## src/rtl/fft_frame_source.sv

```systemverilog
// Host-loaded N-sample complex frame, streamed downstream as START, N ED strobes (GAP idle
// cycles apart), then a wait for RDY_IN ending in a DONE pulse or a sticky ERR on timeout.
module fft_frame_source #(
   parameter int total_bits = 32,
   parameter int N          = 32,
   parameter int ADDR_W     = 5,
   parameter int GAP        = 0,
   parameter int TIMEOUT    = 255
) (
   input  logic                  CLK,
   input  logic                  RST,
   input  logic                  WE,
   input  logic [ADDR_W-1:0]     WADDR,
   input  logic [total_bits-1:0] WReal,
   input  logic [total_bits-1:0] WImag,
   input  logic                  GO,
   input  logic                  RDY_IN,
   output logic                  BUSY,
   output logic                  START,
   output logic                  ED,
   output logic [total_bits-1:0] DReal,
   output logic [total_bits-1:0] DImag,
   output logic                  DONE,
   output logic                  ERR
);

   localparam int GW = (GAP > 1) ? $clog2(GAP) : 1;
   localparam int TW = (TIMEOUT > 1) ? $clog2(TIMEOUT) : 1;

   typedef enum logic [2:0] {S_IDLE, S_STRT, S_SEND, S_GAPW, S_WAIT} state_t;

   state_t                state_q, state_d;
   logic [ADDR_W-1:0]     idx_q, idx_d, idx_inc;
   logic [GW-1:0]         gap_q, gap_d;
   logic [TW-1:0]         tmo_q, tmo_d;
   logic                  busy_q, busy_d;
   logic                  start_q, start_d;
   logic                  ed_q, ed_d;
   logic [total_bits-1:0] dreal_q, dreal_d;
   logic [total_bits-1:0] dimag_q, dimag_d;
   logic                  done_q, done_d;
   logic                  err_q, err_d;

   logic [total_bits-1:0] mem_re_q [N];
   logic [total_bits-1:0] mem_im_q [N];

   // Storage only accepts writes while idle so a frame in flight can never change.
   always_ff @(posedge CLK) begin
      if (WE && state_q == S_IDLE) begin
         mem_re_q[WADDR] <= WReal;
         mem_im_q[WADDR] <= WImag;
      end
   end

   assign idx_inc = idx_q + ADDR_W'(1);

   // idx_q always names the sample currently presented on DReal/DImag while in SEND.
   always_comb begin
      state_d = state_q;
      idx_d   = idx_q;
      gap_d   = gap_q;
      tmo_d   = tmo_q;
      busy_d  = busy_q;
      start_d = 1'b0;
      ed_d    = 1'b0;
      dreal_d = dreal_q;
      dimag_d = dimag_q;
      done_d  = 1'b0;
      err_d   = err_q;
      case (state_q)
         S_IDLE: begin
            if (GO) begin
               state_d = S_STRT;
               busy_d  = 1'b1;
               err_d   = 1'b0;
               start_d = 1'b1;
            end
         end
         S_STRT: begin
            state_d = S_SEND;
            idx_d   = '0;
            ed_d    = 1'b1;
            dreal_d = mem_re_q[0];
            dimag_d = mem_im_q[0];
         end
         S_SEND: begin
            if (idx_q == ADDR_W'(N - 1)) begin
               state_d = S_WAIT;
               tmo_d   = '0;
            end else begin
               idx_d = idx_inc;
               if (GAP > 0) begin
                  state_d = S_GAPW;
                  gap_d   = '0;
               end else begin
                  ed_d    = 1'b1;
                  dreal_d = mem_re_q[idx_inc];
                  dimag_d = mem_im_q[idx_inc];
               end
            end
         end
         S_GAPW: begin
            if (gap_q == GW'(GAP - 1)) begin
               state_d = S_SEND;
               ed_d    = 1'b1;
               dreal_d = mem_re_q[idx_q];
               dimag_d = mem_im_q[idx_q];
            end else begin
               gap_d = gap_q + GW'(1);
            end
         end
         S_WAIT: begin
            if (RDY_IN) begin
               state_d = S_IDLE;
               done_d  = 1'b1;
               busy_d  = 1'b0;
            end else if (tmo_q == TW'(TIMEOUT - 1)) begin
               state_d = S_IDLE;
               err_d   = 1'b1;
               busy_d  = 1'b0;
            end else begin
               tmo_d = tmo_q + TW'(1);
            end
         end
         default: state_d = S_IDLE;
      endcase
   end

   always_ff @(posedge CLK or posedge RST) begin
      if (RST) begin
         state_q <= S_IDLE;
         idx_q   <= '0;
         gap_q   <= '0;
         tmo_q   <= '0;
         busy_q  <= 1'b0;
         start_q <= 1'b0;
         ed_q    <= 1'b0;
         dreal_q <= '0;
         dimag_q <= '0;
         done_q  <= 1'b0;
         err_q   <= 1'b0;
      end else begin
         state_q <= state_d;
         idx_q   <= idx_d;
         gap_q   <= gap_d;
         tmo_q   <= tmo_d;
         busy_q  <= busy_d;
         start_q <= start_d;
         ed_q    <= ed_d;
         dreal_q <= dreal_d;
         dimag_q <= dimag_d;
         done_q  <= done_d;
         err_q   <= err_d;
      end
   end

   assign BUSY  = busy_q;
   assign START = start_q;
   assign ED    = ed_q;
   assign DReal = dreal_q;
   assign DImag = dimag_q;
   assign DONE  = done_q;
   assign ERR   = err_q;

endmodule

```

## config.mk

```make
export PLATFORM = sky130hd
export DESIGN_NAME = fft_frame_source
export DESIGN_NICKNAME = d
export VERILOG_FILES = /design/src/rtl/fft_frame_source.sv
export SDC_FILE = /design/constraint.sdc
export NUM_CORES = 2
export LEC_CHECK = 0
export CAP_MARGIN = 10
export CORE_MARGIN = 2
export CORE_UTILIZATION = 35
export DETAILED_ROUTE_END_ITERATION = 8
export GPL_ROUTABILITY_DRIVEN = 1
export PLACE_DENSITY = 0.46
export SETUP_SLACK_MARGIN = 0.05
export SYNTH_ARGS = -nofsm -noshare
export SYNTH_HDL_FRONTEND = slang
export SYNTH_SLANG_ARGS = --single-unit
```

## constraint.sdc

```tcl
create_clock -name CLK -period 6.35 [get_ports CLK]
set_input_delay 1.27 -clock CLK [delete_from_list [all_inputs] [get_ports CLK]]
set_output_delay 1.27 -clock CLK [all_outputs]
set_load 0.05 [all_outputs]
```

* After elaboration in Yosys (flattened, before gate mapping)
Memory sizes are Yosys's and may differ from the RTL's. Index checks and enable logic that the tools add are counted.
Word-level totals: bits in registers 86, bits in writable memories 2048, output and inout bits 69, memories kept 2
Memories:
- mem_im_q | depth 32, width 32, rd ports 3, clocked after Yosys merged registers in 0, write ports 1, line 45 | logic [total_bits-1:0] mem_im_q [N];
- mem_re_q | depth 32, width 32, rd ports 3, clocked after Yosys merged registers in 0, write ports 1, line 44 | logic [total_bits-1:0] mem_re_q [N];
Cells by class: muxes and demuxes 36, equality and inequality tests 14, add/sub/neg operators 3, reduce and logical (&&, ||, !) cells 12
Operator list (number):
- $pmux W32 S3 | 2
- $mux W32 | 4
- $mux W8 | 3
- $pmux W8 S2 | 1
- $mux W1 | 15
- $mux W3 | 5
- $pmux W3 S5 | 1
- $ne A2 B2 Y1 const B | 7
- $reduce_and A4 Y1 | 3
- $pmux W5 S2 | 1
- $add A8 B1 Y8 const B | 1
- $eq A8 B8 Y1 const B | 1
- $eq A3 B2 Y1 const B | 2
- $reduce_and A3 Y1 | 2
- $reduce_bool A2 Y1 | 3
- $add A5 B1 Y5 const B | 1
- $eq A5 B5 Y1 const B | 1
- $mux W5 | 1
- $pmux W1 S2 | 2
- $eq A3 B1 Y1 const B | 1
- $eq A3 B3 Y1 const B | 1
- $logic_not A3 Y1 | 1
- $ne A3 B3 Y1 const B | 1
- $pmux W1 S3 | 1
- other kinds (4) | 4

* Longest topological paths before layout
depth after elaboration 4, gate-level depth with buffers 12

* Worst setup path before layout
No wires, ideal clock.
kind input port to flip-flop, start point input WADDR[1], end point memory mem_im_q[12][0] (enable), path slack 1.355 ns, data required time 5.864 ns, buffers on the path 1, setup time 0.486 ns, data arrival time 4.509 ns, stages on the path 3, cell sequence or3_1 -> clkbuf_1 -> nor2_1
RTL lines:
- start: declaration | line 13 | input logic [ADDR_W-1:0] WADDR,
- end: declaration | line 45
No word-level cell before the write port.

* Worst setup path in the final report
start point register state_q[1], end point memory mem_im_q[21][19] (enable)
Between the ends: longest elaborated chain between the ends 4
Ends and longest elaborated chain:
- start: declaration | line 32 | state_t state_q, state_d;
- start signal: assignment | line 143 | state_q <= state_d;
- $logic_not A3 Y1 | line 49 | if (WE && state_q == S_IDLE) begin
- $logic_and A1 B1 Y1 | line 49
- $mux W1 | line 49
- $mux W1 (implied by the code) | line 51 | mem_im_q[WADDR] <= WImag;
No other way between the ends.

==> results by group <==
Setup path
  • Reg2Reg Setup Slack: 1.85 ns
  • Max stage delay cell, worst path: nor2_4
  • Worst path cell trace: nor3_2 > nand4b_1 > nor2_4 > buf_12
  • Critical path capture point type: register
  • Worst Setup EP: mem_im_q[21][19]$_DFFE_PP_
  • CP Max Fanout: 38
  • Critical Path Start: state_q[1]$_DFFE_PP0P_
  • Levels on crit path: 4
  • CP delay by family, top: simple AND/OR/NAND/NOR gates
  • Crit path buf inv count: 1
  • CP Data Arrival Time: 4.99 ns
  • R2R depth: 4
  • Delay of the slowest cell on the worst path: 0.95 ns
  • CP required: 6.84 ns
  • Critical path type: reg -> reg
  • Crit path launch type: register
  • Reg2reg start: state_q[1]$_DFFE_PP0P_
  • FF-to-FF End: mem_im_q[21][19]$_DFFE_PP_

CTS
  • Num CTS Buffers: 241
  • Clk sinks: 2134
  • Root buf cell: clkbuf_16
  • Setup Buffers After CTS: 0
  • Worst-path clk slew: 0.06 ns
  • Clk buf depth: 4
  • CTS hold repair buffers: 0
  • CTS tree: done
  • Post-CTS sizing: 0
  • Worst skew pair latency: 0.91 ns
  • CTS H-Tree Depth: 4

Run status
  • Status: completed

Yosys
  • Unique cell type count in the Yosys netlist: 49
  • Largest cells by area after synthesis: edfxtp_1, mux4_2, mux2i_1, dfrtp_1, a21oi_1
  • Syn nets: 5642
  • Synth Cell Area: 99350 µm²
  • Commonest cells in the netlist: edfxtp_1, mux4_2, mux2i_1, a21oi_1, nand2_1
  • Sequential element share of the synthesized area: 64.07%
  • Synth warnings: 0
  • Synth async-reset ratio: 4.030%
  • Main synth FF type: edfxtp_1
  • Yosys top cell area share: 61.90%
  • Post-synth EDFFs: 2048
  • Post-Synthesis Cells: 5564
  • Syn_area_per_cell: 17.86 µm²
  • Most frequent cell after synthesis: edfxtp_1
  • Cell taking the most area after synthesis: edfxtp_1
  • Synth Register Bits: 2134

STA
  • Fin. Hold Viols: 0
  • Fin crit period: 4.502 ns
  • Fmax achieved: 222.1 MHz
  • Fin. max-slew vios: 0
  • Slew headroom: 17.24%
  • Clock skew: 0.06452 ns
  • Finish-stage setup viols: 0
  • Final Cycle Share: 70.89%
  • Setup tns final: 0 ns
  • Post-route worst setup slack: 1.848 ns
  • Worst-Margin Slew: 1.241 ns
  • RSZ-0062 raised after global routing: no

Finish
  • Final nets: 5763
  • Final cell count without fillers: 9632
  • Fillers: 25239
  • Share of layout cells above drive strength 1: 26.11%
  • Area growth from synthesis to layout: 14.17%

GRT
  • Initial antenna violation count: 21
  • GRT overflow: 0
  • Largest net degree at the start of global routing: 151
  • First-pass GRT wire length: 463.3 mm
  • Gr usage total: 22.62%
  • Number of global-route vias before repair: 60158

Drt
  • Drt wl/cell: 34.26 µm
  • Routed vias/inst: 6.045
  • Pre-antenna DRT Iters: 5
  • Final WL: 330.0 mm
  • DRC viols: 0
  • Final ANT Viol Nets: 0
  • Vias post-DR: 58229
  • Number of DRC markers in iteration 0: 5579

Die
  • I/O pin count: 143
  • Core footprint: 282300 µm²
  • Initial core utilization: 35.19%
  • Die footprint: 288100 µm²
  • Die W: 536.8 µm
  • Die Y: 536.8 µm
  • # rows: 195

Place
  • GP Congestion: 0.7659
  • Dpl cells: 9174
  • Dpl ws: 1.706 ns
  • Final HPWL from detailed placement: 181.7 mm
  • Port-buffer cells: 142

Power
  • Worst vdd ir: 899.6 µV
  • Final total power: 0.05523 W
  • Power Density: 487.0 nW/µm²
  • Leak: 35.72 nW

Hold path
  • Hold Path Class: reg -> reg

Job
  • Max cap viols: 0
==> state kept, by name, indices dropped and copies added (netlist names) <==
signal,flops
ED,1
gap_q,1
DReal,32
mem_re_q,1024
state_q,3
BUSY,1
ERR,1
DImag,32
DONE,1
mem_im_q,1024
START,1
tmo_q,8
idx_q,5
==> power by group <==
| part | switching (W) | leakage [nW] | internal (W) |
|---|---|---|---|
| clock network | 0.00573 | 3.73 | 0.00784 |
| registers | 0.000604 | 19.4 | 0.0158 |
| logic | 0.0142 | 12.5 | 0.0111 |
==> area by class of cell <==
class	count	area [µm²]	share of cell area, %
diodes	7	17.52	0.01544
clock buffers	313	6575	5.797
clock inverters	127	1005	0.8858
inverters	8	50.05	0.04413
multi-input cells	2976	33930	29.91
flip-flops and latches	2134	63680	56.14
well taps	3743	4683	4.129
repair buffers	324	3487	3.074
==> worst min-delay path by stage <==
| stage | from | slack [ns] | cells past startpoint | to |
|---|---|---|---|---|
| 2_1_floorplan | gap_q$_DFFE_PP0N_ | 0.47 | 1 | state_q[0]$_DFFE_PP0P_ |
| 3_3_place_gp | ERR$_DFFE_PP0P_ | 0.51 | 2 | ERR$_DFFE_PP0P_ |
| 3_5_place_dp | ERR$_DFFE_PP0P_ | 0.52 | 2 | ERR$_DFFE_PP0P_ |
| 4_1_cts | ERR$_DFFE_PP0P_ | 0.54 | 2 | ERR$_DFFE_PP0P_ |
| 5_1_grt | ERR$_DFFE_PP0P_ | 0.57 | 2 | ERR$_DFFE_PP0P_ |
| 6_report | BUSY$_DFFE_PP0P_ | 0.53 | 2 | BUSY$_DFFE_PP0P_ |
==> per-layer routing <==
layer	track usage, %	part of all wire [%]	wire [µm]
met4	6.179	2.8	9265
met5	0	0.0082	27
met3	3.087	5.1	16990
met2	38.24	49	163300
met1	30.57	43	140400
==> kinds of logic after synthesis <==
logic type	Yosys count	share of synthesized area (%)
compound gates	951	5.945
mux	1376	24.87
buf+inv	454	2.169
simple gates	637	2.824
flops	2134	64.07
xor+xnor	8	0.07053
fa+ha+maj	4	0.05038
==> worst reg2reg max path: stages, from the launching register on <==
cell	delay, ns
dfrtp_4	0.79
nor3_2	0.91
nand4b_1	0.90
nor2_4	0.95
buf_12	0.45
==> cell usage in the layout (no fill, tap or decap), types with 130 or more instances in the layout <==
master,synthesis,final
edfxtp_1,2048,2048
mux4_2,867,867
mux2i_1,439,439
a21oi_1,402,401
nand2_1,265,256
clkbuf_16,0,246
o221ai_1,174,174
nor2_1,188,153
o21ai_0,149,149
clkdlybuf4s50_1,0,142
buf_4,57,130
==> per-stage QoR <==
stage	cell area, µm²	hold WS [ns]	util, %
6_report	113400	0.5257	40.18
5_1_grt	113400	0.5662	40.18
4_1_cts	113100	0.5397	40.08
3_5_place_dp	105600	0.5189	37.39
3_3_place_gp	105600	0.5149	37.39
2_1_floorplan	99350	0.4745	-
(Power assumes the default switching activity.)
